==> src/rtl/sram_access_arbiter.sv <==
// Two-requester round-robin arbiter onto one registered SRAM access request stage.
// Grant order is kept in a small FIFO so in-order SRAM responses return to their issuer.
module sram_access_arbiter #(
    parameter int ORDER_DEPTH = 4
) (
    input  logic        clk,
    input  logic        clk__enable,
    input  logic        reset_n,

    input  logic        req0__valid,
    input  logic [7:0]  req0__id,
    input  logic        req0__read_not_write,
    input  logic [7:0]  req0__byte_enable,
    input  logic [31:0] req0__address,
    input  logic [63:0] req0__write_data,
    output logic        resp0__ack,
    output logic        resp0__valid,
    output logic [7:0]  resp0__id,
    output logic [63:0] resp0__data,

    input  logic        req1__valid,
    input  logic [7:0]  req1__id,
    input  logic        req1__read_not_write,
    input  logic [7:0]  req1__byte_enable,
    input  logic [31:0] req1__address,
    input  logic [63:0] req1__write_data,
    output logic        resp1__ack,
    output logic        resp1__valid,
    output logic [7:0]  resp1__id,
    output logic [63:0] resp1__data,

    output logic        sram_access_req__valid,
    output logic [7:0]  sram_access_req__id,
    output logic        sram_access_req__read_not_write,
    output logic [7:0]  sram_access_req__byte_enable,
    output logic [31:0] sram_access_req__address,
    output logic [63:0] sram_access_req__write_data,
    input  logic        sram_access_resp__ack,
    input  logic        sram_access_resp__valid,
    input  logic [7:0]  sram_access_resp__id,
    input  logic [63:0] sram_access_resp__data,

    output logic [4:0]  outstanding,
    output logic        protocol_error
);
    localparam int PTR_W = (ORDER_DEPTH > 1) ? $clog2(ORDER_DEPTH) : 1;
    localparam logic [4:0] DEPTH = 5'(ORDER_DEPTH);

    logic [PTR_W-1:0]       wr_ptr;
    logic [PTR_W-1:0]       rd_ptr;
    logic [ORDER_DEPTH-1:0] order_mem;  // requester index recorded per grant
    logic                   last_grant;

    logic        stage_free;
    logic        can_grant;
    logic        grant0;
    logic        grant1;
    logic        push;
    logic        pop;
    logic        fifo_empty;
    logic        head;
    logic [7:0]  sel_id;
    logic        sel_rnw;
    logic [7:0]  sel_be;
    logic [31:0] sel_address;
    logic [63:0] sel_write_data;

    always_comb begin
        stage_free = !sram_access_req__valid || sram_access_resp__ack;
        can_grant  = clk__enable && stage_free && (outstanding < DEPTH);
        grant0     = can_grant && req0__valid && (!req1__valid || last_grant);
        grant1     = can_grant && req1__valid && (!req0__valid || !last_grant);
        push       = grant0 || grant1;
        fifo_empty = (outstanding == 5'd0);
        head       = order_mem[rd_ptr];
        pop        = clk__enable && sram_access_resp__valid && !fifo_empty;

        sel_id         = grant1 ? req1__id             : req0__id;
        sel_rnw        = grant1 ? req1__read_not_write : req0__read_not_write;
        sel_be         = grant1 ? req1__byte_enable    : req0__byte_enable;
        sel_address    = grant1 ? req1__address        : req0__address;
        sel_write_data = grant1 ? req1__write_data     : req0__write_data;
    end

    assign resp0__ack   = grant0;
    assign resp1__ack   = grant1;
    assign resp0__valid = pop && !head;
    assign resp1__valid = pop && head;
    assign resp0__id    = sram_access_resp__id;
    assign resp1__id    = sram_access_resp__id;
    assign resp0__data  = sram_access_resp__data;
    assign resp1__data  = sram_access_resp__data;

    always_ff @(posedge clk or negedge reset_n) begin
        if (!reset_n) begin
            sram_access_req__valid          <= 1'b0;
            sram_access_req__id             <= '0;
            sram_access_req__read_not_write <= 1'b0;
            sram_access_req__byte_enable    <= '0;
            sram_access_req__address        <= '0;
            sram_access_req__write_data     <= '0;
            wr_ptr                          <= '0;
            rd_ptr                          <= '0;
            order_mem                       <= '0;
            last_grant                      <= 1'b1;
            outstanding                     <= '0;
            protocol_error                  <= 1'b0;
        end else if (clk__enable) begin
            if (push) begin
                sram_access_req__valid          <= 1'b1;
                sram_access_req__id             <= sel_id;
                sram_access_req__read_not_write <= sel_rnw;
                sram_access_req__byte_enable    <= sel_be;
                sram_access_req__address        <= sel_address;
                sram_access_req__write_data     <= sel_write_data;
                order_mem[wr_ptr]               <= grant1;
                wr_ptr                          <= wr_ptr + 1'b1;
                last_grant                      <= grant1;
            end else if (stage_free) begin
                sram_access_req__valid <= 1'b0;
            end

            if (pop) begin
                rd_ptr <= rd_ptr + 1'b1;
            end

            if (push && !pop) begin
                outstanding <= outstanding + 5'd1;
            end else if (pop && !push) begin
                outstanding <= outstanding - 5'd1;
            end

            // a response with nothing outstanding is dropped but remembered
            if (sram_access_resp__valid && fifo_empty) begin
                protocol_error <= 1'b1;
            end
        end
    end
endmodule
==> config.mk <==
export PLATFORM = sky130hd
export DESIGN_NAME = sram_access_arbiter
export DESIGN_NICKNAME = d
export VERILOG_FILES = /design/src/rtl/sram_access_arbiter.sv
export SDC_FILE = /design/constraint.sdc
export NUM_CORES = 1
export LEC_CHECK = 0
export ABC_AREA = 1
export BUFFER_PORTS_ARGS = -buffer_cell sky130_fd_sc_hd__buf_2
export CORE_AREA = 2 2 222 224
export DETAILED_ROUTE_END_ITERATION = 6
export DIE_AREA = 0 0 224 226
export PLACE_DENSITY = 0.42
export SLEW_MARGIN = 20
export SYNTH_ARGS = -nofsm -noshare
export SYNTH_HDL_FRONTEND = slang
export SYNTH_SLANG_ARGS = --single-unit
export TNS_END_PERCENT = 5
==> constraint.sdc <==
create_clock -name clk -period 4.1 [get_ports clk]
set_input_delay 0.205 -clock clk [delete_from_list [all_inputs] [get_ports clk]]
set_output_delay 0.205 -clock clk [all_outputs]
set_load 0.02 [all_outputs]
==> flow_metrics.env <==
export IMPL_drtPass1Iterations=6
export IMPL_min_from="req0__id[5]"
export IMPL_cp_required_ns=3.89
export IMPL_finalSetupTns_ns=0
export IMPL_routed_via_count=8046
export IMPL_synth_top_family_by_area="simple AND/OR/NAND/NOR gates"
export IMPL_synthAdderAreaFrac_pct=1.42
export IMPL_period_minus_slack_ns=2.94
export IMPL_routedWlPerCell_microns=14.0
export IMPL_synth_seq_cells=129
export IMPL_drive_gt1_share_pct=27.8
export IMPL_htreeDepth=4
export IMPL_die_h_microns=226
export IMPL_core_area_sq_mm=0.0483
export IMPL_yosysUniqueCellTypes=25
export IMPL_cts_resized=0
export IMPL_dp_hpwl_microns=20500
export IMPL_clk_pin_slew_worst_paths_ns=0.06
export IMPL_clock_sinks=129
export IMPL_maxCapViolCount=0
export IMPL_wirelength_microns=29200
export IMPL_crit_arrival_ns=2.74
export IMPL_synth_xor_area_share_pct=0.623
export IMPL_setup_viol=0
export IMPL_max_freq_mhz=340
export IMPL_fin_skew_ns=0.00590
export IMPL_syn_num_nets=1542
export IMPL_synth_area_sq_mm=0.00844
export IMPL_fin_util_pct=22.1
export IMPL_io_pins=573
export IMPL_die_x_microns=224
export IMPL_syn_inst=1228
export IMPL_cts_tree="done"
export IMPL_drc_errors=0
export IMPL_grt_pass1_wl_microns=45200
export IMPL_nets=1759
export IMPL_placementRows=81
export IMPL_areaGrowthSynthToFinish_pct=26.9
export IMPL_slew_violations=0
export IMPL_rsz0062_at_grt="false"
export IMPL_drtIter0Drc=315
export IMPL_finalPower_mw=6.79
export IMPL_postRouteAntennaNets=0
export IMPL_hold_viol_final=0
export IMPL_grt_pass1_vias=8124
export IMPL_avgSynthCellArea_sq_um=6.87
export IMPL_fin_cells=2082
export IMPL_status="completed"
export IMPL_ir_drop_mv=0.245
export IMPL_cp_max_fo=59
export IMPL_post_route_period_util_pct=71.7
export IMPL_numCtsBuffers=17
export IMPL_yosys_area_share_simple_pct=31.3
export IMPL_design_die_area_sq_mm=0.0506
export IMPL_hold_class="in2reg"
export IMPL_start_util_pct=17.5
export IMPL_cts_root_buf="clkbuf_16"
export IMPL_startpoint="last_grant"
export IMPL_critPathKind="reg2out"
export IMPL_insertion_delay_ns=0.46
export IMPL_grt_use_total_pct=11.8
export IMPL_p_per_area_mw_per_mm2=635
export IMPL_avgViaCountPerCell=3.86
export IMPL_worst_pin_slew_ns=0.880
export IMPL_antenna_found_initial=2
export IMPL_slew_headroom_pct=41.3
export IMPL_ys_warn_count=0
export IMPL_crit_path_end_kind="output pin"
export IMPL_critPathLaunchType="register"
export IMPL_grt_start_max_net_pins=70
export IMPL_globalplace_congestion=0.779
export IMPL_p_leak_nw=6.56
export IMPL_cts_path_max_buffers=2
export IMPL_synth_compound_area_share_pct=1.28
export IMPL_r2r_start="outstanding[2]"
export IMPL_placedCellCount=2010
export IMPL_muxShareOfSynthArea_pct=0
export IMPL_port_buffers=356
export IMPL_seq_area_frac_synth_pct=38.3
export IMPL_grt_overflow=0
[report_power, final]
part           switching, mW  internal, mW
clock network          0.616         0.933
registers              0.361          1.86
logic                   2.05         0.978
total                   3.02          3.77
[worst paths after layout]
path                                                    to  slack [ns]  cells past startpoint
min in group asynchronous  sram_access_req__write_data[23]        0.28                      2
setup / recovery                                resp1__ack        1.16                      6
hold / removal                      sram_access_req__id[5]        0.05                      5
max in group asynchronous     sram_access_req__address[18]        2.95                      3
hold reg to reg            sram_access_req__write_data[11]        0.47                      2
setup reg to reg           sram_access_req__byte_enable[0]        1.50                      8
[cells by family (layout without fill, tap and decap cells)]
family	Yosys count	in the layout
buffers and inverters	448	678
adders and majority gates	9	9
xor gates and xnor gates	6	6
and+or+nand+nor	620	620
DFF	129	129
AOI/OAI and AO/OA	16	16
other	0	2
[stage by stage]
stage	cell area [sq um]	hold slack, ns	setup slack, ns
4_1_cts	10700	0.000448	0.998
3_5_place_dp	9740	0.244	1.45
6_report	10700	0.0512	1.16
5_1_grt	10700	0.0318	0.926
2_1_floorplan	8440	-0.0906	1.59
3_3_place_gp	9740	0.242	1.48
[critical path: stages, from the launching register on]
cell,delay (ns)
dfstp_2,0.55
a21oi_4,0.09
nand3_4,0.11
buf_4,0.56
buf_4,0.64
inv_1,0.08
buf_2,0.18
[layer usage]
metal / track usage [%] / part of all wire [%] / up-vias
li1: - / - / 3963
met4: 7.03 / 4.1 / 0
met2: 18.5 / 46 / 271
met3: 4.09 / 6.7 / 82
met1: 13.9 / 43 / 3730
met5: 0 / 0 / -
[cells in the final DEF, fill, tap and decap left out, drive strengths merged]
cell and n:
diode 2, dfstp 1, dfrtp 128, inv 241
o21ai 5, clkinv 8, nand2 376, clkinvlp 1
buf 367, nor2 6, fa 1, xnor2 2
or2 1, xor2 4, o211ai 4, nand3 237
a21oi 6, clkbuf 21, dlygate4sd3 38, o21bai 1
bufinv 2, ha 8
[synth_stat cells]
| cell type | instances | area [sq um] |
|---|---|---|
| buf_2 | 32 | 160 |
| ha_1 | 8 | 100 |
| buf_4 | 150 | 1130 |
| or2_2 | 1 | 6.26 |
| dfrtp_1 | 128 | 3200 |
| fa_1 | 1 | 20.0 |
| a21oi_4 | 1 | 16.3 |
| o211ai_1 | 4 | 30.0 |
| clkbuf_1 | 23 | 86.3 |
| nor2_2 | 1 | 6.26 |
| nand3_1 | 236 | 1180 |
| o21ai_0 | 4 | 20.0 |
| buf_1 | 2 | 7.51 |
| nand3_4 | 1 | 17.5 |
| dfstp_2 | 1 | 26.3 |
| inv_1 | 240 | 901 |
| xnor2_1 | 2 | 17.5 |
| o21bai_1 | 1 | 7.51 |
| inv_2 | 1 | 3.75 |
| xor2_1 | 4 | 35.0 |
| nand2_1 | 375 | 1410 |
| a21oi_1 | 5 | 25.0 |
| nor2_1 | 5 | 18.8 |
| o21ai_2 | 1 | 8.76 |
| nand2_2 | 1 | 6.26 |
[timing repair]
action / 4_1_cts / 5_1_grt
setup buffers: 0 / 0
hold endpoints to repair: 96 / 0
hold buffers: 38 / 0
[registers in the layout, summed over array words and instances, names as in the netlist]
signal and count:
last_grant 1, sram_access_req__id 8, sram_access_req__read_not_write 1, outstanding 5, order_mem 4, sram_access_req__address 32
sram_access_req__valid 1, wr_ptr 2, protocol_error 1, rd_ptr 2, sram_access_req__write_data 64, sram_access_req__byte_enable 8
[layout make-up]
class	count	area [sq um]
fillers	5539	37600
flip-flops and latches	129	3230
repair buffers	405	2260
well taps	622	778
clock buffers	21	470
inverters	241	905
multi-input cells	651	2940
diodes	2	5.00
clock inverters	11	111
Note: power is estimated with default switching activity, not from simulation.
